==> src/rtl/atm_session_ctrl.sv <==
// ATM session controller: card insertion, password check, transactions, ejection and lockout.
// Define ATM_TIMEOUT_EN to compile in the WAIT_PSW/MENU inactivity timeout.
module atm_session_ctrl #(
    parameter int card_width     = 3,
    parameter int balance_width  = 20,
    parameter int users_num      = 7,
    parameter int max_tries      = 3,
    parameter int timeout_cycles = 1024
) (
    input  logic                     clk,
    input  logic                     rst,
    input  logic                     card_in,
    input  logic [card_width-1:0]    card_number,
    input  logic                     psw_valid,
    input  logic                     wrong_psw,
    input  logic [balance_width-1:0] balance,
    input  logic                     op_valid,
    input  logic [1:0]               op_code,
    input  logic [balance_width-1:0] amount,
    output logic                     op_done,
    output logic [balance_width-1:0] updated_balance,
    output logic [balance_width-1:0] disp_balance,
    output logic                     eject,
    output logic                     locked,
    output logic                     err,
    output logic [2:0]               state
);

    localparam int TRY_W = $clog2(max_tries + 1);
    localparam logic [TRY_W-1:0]      TRY_ONE = TRY_W'(1);
    localparam logic [TRY_W-1:0]      TRY_MAX = TRY_W'(max_tries);
    localparam logic [card_width:0]   USERS   = (card_width + 1)'(users_num);
    localparam logic [1:0] OP_INQ  = 2'b00;
    localparam logic [1:0] OP_DEP  = 2'b01;
    localparam logic [1:0] OP_EXIT = 2'b11;

    if (max_tries < 1 || timeout_cycles < 1 || users_num > (1 << card_width)) begin : g_param_check
        $error("atm_session_ctrl: illegal parameter combination");
    end

    typedef enum logic [2:0] {
        S_IDLE     = 3'd0,
        S_WAIT_PSW = 3'd1,
        S_CHECK    = 3'd2,
        S_MENU     = 3'd3,
        S_EXEC     = 3'd4,
        S_EJECT    = 3'd5,
        S_LOCKOUT  = 3'd6
    } state_t;

    state_t                     st;
    logic [balance_width-1:0]   cur_bal;
    logic [TRY_W-1:0]           tries;
    logic [TRY_W-1:0]           tries_nxt;
    logic [users_num-1:0]       lock_bits;
    logic [card_width-1:0]      card_p0;
    logic [1:0]                 op_code_p0;
    logic [balance_width-1:0]   amount_p0;
    logic                       card_ok;

`ifdef ATM_TIMEOUT_EN
    localparam int TMR_W = $clog2(timeout_cycles + 1);
    localparam logic [TMR_W-1:0] TMR_LAST = TMR_W'(timeout_cycles - 1);
    localparam logic [TMR_W-1:0] TMR_ONE  = TMR_W'(1);
    logic [TMR_W-1:0] timer;
`endif

    function automatic logic dep_overflows(input logic [balance_width-1:0] bal,
                                           input logic [balance_width-1:0] amt);
        logic [balance_width:0] sum;
        sum = {1'b0, bal} + {1'b0, amt};
        return sum[balance_width];
    endfunction

    function automatic logic wd_short(input logic [balance_width-1:0] bal,
                                      input logic [balance_width-1:0] amt);
        return amt > bal;
    endfunction

    assign card_ok         = {1'b0, card_number} < USERS;
    assign tries_nxt       = tries + TRY_ONE;
    assign updated_balance = cur_bal;
    assign state           = st;

    // Session data latches: card id while idle, transaction request while in MENU
    always_ff @(posedge clk) begin
        if (st == S_IDLE) card_p0 <= card_number;
        if (st == S_MENU && op_valid) begin
            op_code_p0 <= op_code;
            amount_p0  <= amount;
        end
    end

    always_ff @(posedge clk or negedge rst) begin
        if (!rst) begin
            st           <= S_IDLE;
            cur_bal      <= '0;
            disp_balance <= '0;
            tries        <= '0;
            lock_bits    <= '0;
            op_done      <= 1'b0;
            err          <= 1'b0;
            eject        <= 1'b0;
            locked       <= 1'b0;
`ifdef ATM_TIMEOUT_EN
            timer        <= '0;
`endif
        end else begin
            op_done <= 1'b0;
            err     <= 1'b0;
            eject   <= 1'b0;
`ifdef ATM_TIMEOUT_EN
            timer   <= '0;
`endif
            // Card removal aborts any session; a pending EXEC result is dropped
            if (st != S_IDLE && !card_in) begin
                st     <= S_IDLE;
                locked <= 1'b0;
            end else begin
                case (st)
                    S_IDLE: begin
                        cur_bal <= balance;
                        if (card_in) begin
                            if (!card_ok) begin
                                st    <= S_EJECT;
                                eject <= 1'b1;
                            end else if (lock_bits[card_number]) begin
                                st     <= S_LOCKOUT;
                                eject  <= 1'b1;
                                locked <= 1'b1;
                            end else begin
                                st    <= S_WAIT_PSW;
                                tries <= '0;
                            end
                        end
                    end
                    S_WAIT_PSW: begin
                        if (psw_valid) st <= S_CHECK;
`ifdef ATM_TIMEOUT_EN
                        else if (timer == TMR_LAST) begin
                            st    <= S_EJECT;
                            eject <= 1'b1;
                        end else timer <= timer + TMR_ONE;
`endif
                    end
                    S_CHECK: begin
                        if (!wrong_psw) begin
                            cur_bal <= balance;
                            st      <= S_MENU;
                        end else begin
                            tries <= tries_nxt;
                            if (tries_nxt == TRY_MAX) begin
                                lock_bits[card_p0] <= 1'b1;
                                st     <= S_LOCKOUT;
                                eject  <= 1'b1;
                                locked <= 1'b1;
                            end else begin
                                st <= S_WAIT_PSW;
                            end
                        end
                    end
                    S_MENU: begin
                        if (op_valid) begin
                            if (op_code == OP_EXIT) begin
                                st    <= S_EJECT;
                                eject <= 1'b1;
                            end else begin
                                st <= S_EXEC;
                            end
                        end
`ifdef ATM_TIMEOUT_EN
                        else if (timer == TMR_LAST) begin
                            st    <= S_EJECT;
                            eject <= 1'b1;
                        end else timer <= timer + TMR_ONE;
`endif
                    end
                    S_EXEC: begin
                        st <= S_MENU;
                        if (op_code_p0 == OP_INQ) begin
                            disp_balance <= cur_bal;
                            op_done      <= 1'b1;
                        end else if (op_code_p0 == OP_DEP) begin
                            if (dep_overflows(cur_bal, amount_p0)) err <= 1'b1;
                            else begin
                                cur_bal <= cur_bal + amount_p0;
                                op_done <= 1'b1;
                            end
                        end else begin
                            if (wd_short(cur_bal, amount_p0)) err <= 1'b1;
                            else begin
                                cur_bal <= cur_bal - amount_p0;
                                op_done <= 1'b1;
                            end
                        end
                    end
                    default: ; // EJECT and LOCKOUT hold until the card is pulled
                endcase
            end
        end
    end

endmodule

==> config.mk <==
export PLATFORM = sky130hd
export DESIGN_NAME = atm_session_ctrl
export DESIGN_NICKNAME = d
export VERILOG_FILES = /design/src/rtl/atm_session_ctrl.sv
export SDC_FILE = /design/constraint.sdc
export NUM_CORES = 1
export LEC_CHECK = 0
export CORE_MARGIN = 2
export CORE_UTILIZATION = 50
export DETAILED_ROUTE_END_ITERATION = 10
export PLACE_DENSITY = 0.79
export SLEW_MARGIN = 20
export SYNTH_ARGS = -nofsm -noshare
export SYNTH_HDL_FRONTEND = slang
export SYNTH_SLANG_ARGS = --single-unit
==> constraint.sdc <==
create_clock -name clk -period 5.2 [get_ports clk]
set_input_delay 1.04 -clock clk [delete_from_list [all_inputs] [get_ports clk]]
set_output_delay 1.04 -clock clk [all_outputs]
set_load 0.05 [all_outputs]
==> impl_metrics.env <==
export IMPL_cts_resized=0
export IMPL_first_iter_violations=308
export IMPL_cp_data_required_time_ns=5.43
export IMPL_yosysUniqueCellTypes=62
export IMPL_postSynth_asyncResetShare=0.691
export IMPL_power_w=0.00465
export IMPL_drt_wl_total_um=15100
export IMPL_layout_commonest_cell="clkdlybuf4s50_1"
export IMPL_drc=0
export IMPL_core_area_um2=10900
export IMPL_grt_first_pass_wirelength_um=24800
export IMPL_nNetsFinal=794
export IMPL_cts_sinks=81
export IMPL_final_cell_mix="clkdlybuf4s50_1, dfrtp_1, inv_1, a21oi_1, o21ai_0"
export IMPL_drv_cap=0
export IMPL_die_area_um2=12200
export IMPL_nFillCells=925
export IMPL_p_per_area_nw_per_um2=662
export IMPL_yosys_warnings=0
export IMPL_initial_utilization=0.518
export IMPL_wl_met2_um=7110
export IMPL_die_w_um=110
export IMPL_synth_flop_cell="dfrtp_1"
export IMPL_row_count=38
export IMPL_port_buffers=97
export IMPL_hpwl_um=10900
export IMPL_cts_hold_buf=0
export IMPL_cts_htree_levels=3
export IMPL_path_class="flip-flop to flip-flop"
export IMPL_via_count=5033
export IMPL_drt_first_pass_iters=5
export IMPL_cts_buffer_depth=2
export IMPL_yosysSeqAreaShare=0.380
export IMPL_num_io_pins=98
export IMPL_min_path_type="flip-flop to flip-flop"
export IMPL_grt_max_degree=57
export IMPL_layout_drive_gt1_share=0.102
export IMPL_wl_met3_um=918
export IMPL_cts_setup_buffers=0
export IMPL_slew_headroom=0.393
export IMPL_setup_viol=0
export IMPL_cts_buffers=9
export IMPL_syn2layout_area_growth_pct=23.9
export IMPL_syn_avg_cell_area_um2=9.17
export IMPL_period_share=0.704
export IMPL_r2r_setup_slack_ns=1.54
export IMPL_worstSetupStartpointType="flip-flop"
export IMPL_r2r_start="updated_balance[0]$_DFFE_PN0P_"
export IMPL_status="complete, no violations"
export IMPL_highest_layer="met4"
export IMPL_root_buffer="clkbuf_16"
export IMPL_syn_area_um2=5670
export IMPL_clk_pin_slew_ns=0.06
export IMPL_netlist_instances=618
export IMPL_clock_latency_ns=0.35
export IMPL_holdPathStages=1
export IMPL_overflow=0
export IMPL_finalMaxSlewViolations=0
export IMPL_max_freq_ghz=0.273
export IMPL_tns_ns=0
export IMPL_finalWeightedCongestion=0.879
export IMPL_cellLeakagePower_nw=3.03
export IMPL_hold_viol_final=0
export IMPL_worstPathArrival_ns=3.89
export IMPL_die_h_um=110
export IMPL_path_max_fanout=19
export IMPL_min_period_ns=3.66
export IMPL_grt_pass1_vias=4998
export IMPL_fin_skew_ns=0.00741
export IMPL_ant_nets=0
export IMPL_wl_per_cell_um=17.9
export IMPL_rsz0062_at_grt="false"
export IMPL_n_antenna_cell=0
export IMPL_r2r_worst_path_cells=11
export IMPL_r2r_end="updated_balance[8]$_DFFE_PN0P_"
export IMPL_grt_antenna_before_repair=0
export IMPL_synth_edff_count=25
export IMPL_groute_usage_overall=0.249
export IMPL_wl_met1_um=6710
export IMPL_ys_seq_elements=81
export IMPL_holdPathEnd="lock_bits[2]$_DFFE_PN0P_"
export IMPL_min_delay_start="lock_bits[2]$_DFFE_PN0P_"
export IMPL_crit_path_end_kind="flip-flop"
export IMPL_ir_drop_mv=0.385
export IMPL_tritoncts="yes"
export IMPL_worst_pin_slew_ns=0.908
export IMPL_syn_nets=712
export IMPL_post_drt_via_cell_ratio=5.96
==> metrics by stage <==
stage	hold slack (ns)	area, um^2	util	std cells	setup WS [ns]
global placement	0.449	6710	0.614	829	1.68
detailed placement	0.455	6710	0.614	829	1.55
CTS	0.469	7020	0.642	845	1.53
global route	0.492	7020	0.642	845	1.33
floorplan	0.431	5670	-	618	1.82
finish	0.467	7020	0.642	845	1.54
==> metal layers <==
layer	vias up	track usage
met1	2426	0.328
met2	189	0.406
met3	31	0.0483
met4	0	0.0950
met5	-	0
li1	2387	-
==> area by class of cell <==
| cell class | count | area, um^2 | share of cell area |
|---|---|---|---|
| inverter | 54 | 203 | 0.0289 |
| clock buffer | 11 | 264 | 0.0376 |
| sequential | 81 | 2150 | 0.307 |
| multi-input combinational | 451 | 3170 | 0.452 |
| clock inverter | 5 | 42.5 | 0.00606 |
| tap | 140 | 175 | 0.0250 |
| timing repair buffer | 103 | 1010 | 0.144 |
==> critical path, stage by stage, from the launching register on <==
cell and delay [ns]:
dfrtp_1 0.37, inv_1 0.08, ha_1 0.22, fa_1 0.38
nand2b_2 0.20, a21oi_1 0.36, o311ai_1 0.18, o211ai_1 0.15
o311a_1 0.25, o311ai_4 0.14, a21oi_4 0.77, mux2_2 0.42
==> worst max path at each step <==
stage | start | cells past startpoint | slack, ns | to
finish | updated_balance[0]$_DFFE_PN0P_ | 11 | 1.54 | updated_balance[8]$_DFFE_PN0P_
global route | updated_balance[0]$_DFFE_PN0P_ | 11 | 1.33 | updated_balance[4]$_DFFE_PN0P_
floorplan | updated_balance[0]$_DFFE_PN0P_ | 12 | 1.82 | updated_balance[12]$_DFFE_PN0P_
CTS | updated_balance[0]$_DFFE_PN0P_ | 11 | 1.53 | updated_balance[8]$_DFFE_PN0P_
global placement | updated_balance[0]$_DFFE_PN0P_ | 11 | 1.68 | updated_balance[9]$_DFFE_PN0P_
detailed placement | updated_balance[0]$_DFFE_PN0P_ | 11 | 1.55 | updated_balance[2]$_DFFE_PN0P_
==> synth_stat cells (8+ instances only) <==
library cell	number	share of area
a21oi_1	52	0.046
a31oi_1	10	0.011
clkbuf_1	24	0.016
dfrtp_1	56	0.25
edfxtp_1	25	0.13
ha_1	41	0.091
inv_1	54	0.036
mux2_2	26	0.052
mux2i_1	8	0.014
nand2_1	47	0.031
nand3_1	15	0.013
nor2_1	41	0.027
nor2b_1	11	0.012
nor3_1	19	0.017
o21ai_0	49	0.043
o31ai_1	11	0.015
xnor2_1	10	0.015
==> cell families (layout without fill, tap and decap cells) <==
kind of cell    Yosys count  in the layout  synth area share
buf+inv                  86            173            0.0616
mux                      42             42            0.0883
compound gates          182            182             0.208
xor+xnor                 13             13            0.0201
fa+ha+maj                43             43            0.0976
simple gates            171            171             0.145
flops                    81             81             0.380
==> state kept, by name (all words and copies together), names as in the netlist, 2 cells and up <==
register / cells
amount_p0: 20
card_p0: 3
disp_balance: 20
lock_bits: 7
op_code_p0: 2
state: 3
tries: 2
updated_balance: 20
==> where the power goes <==
group | internal (W) | switching, W
combinational | 0.00110 | 0.00178
clock | 0.000372 | 0.000279
sequential | 0.000873 | 0.000235
total | 0.00235 | 0.00230
(Power assumes the default switching activity.)
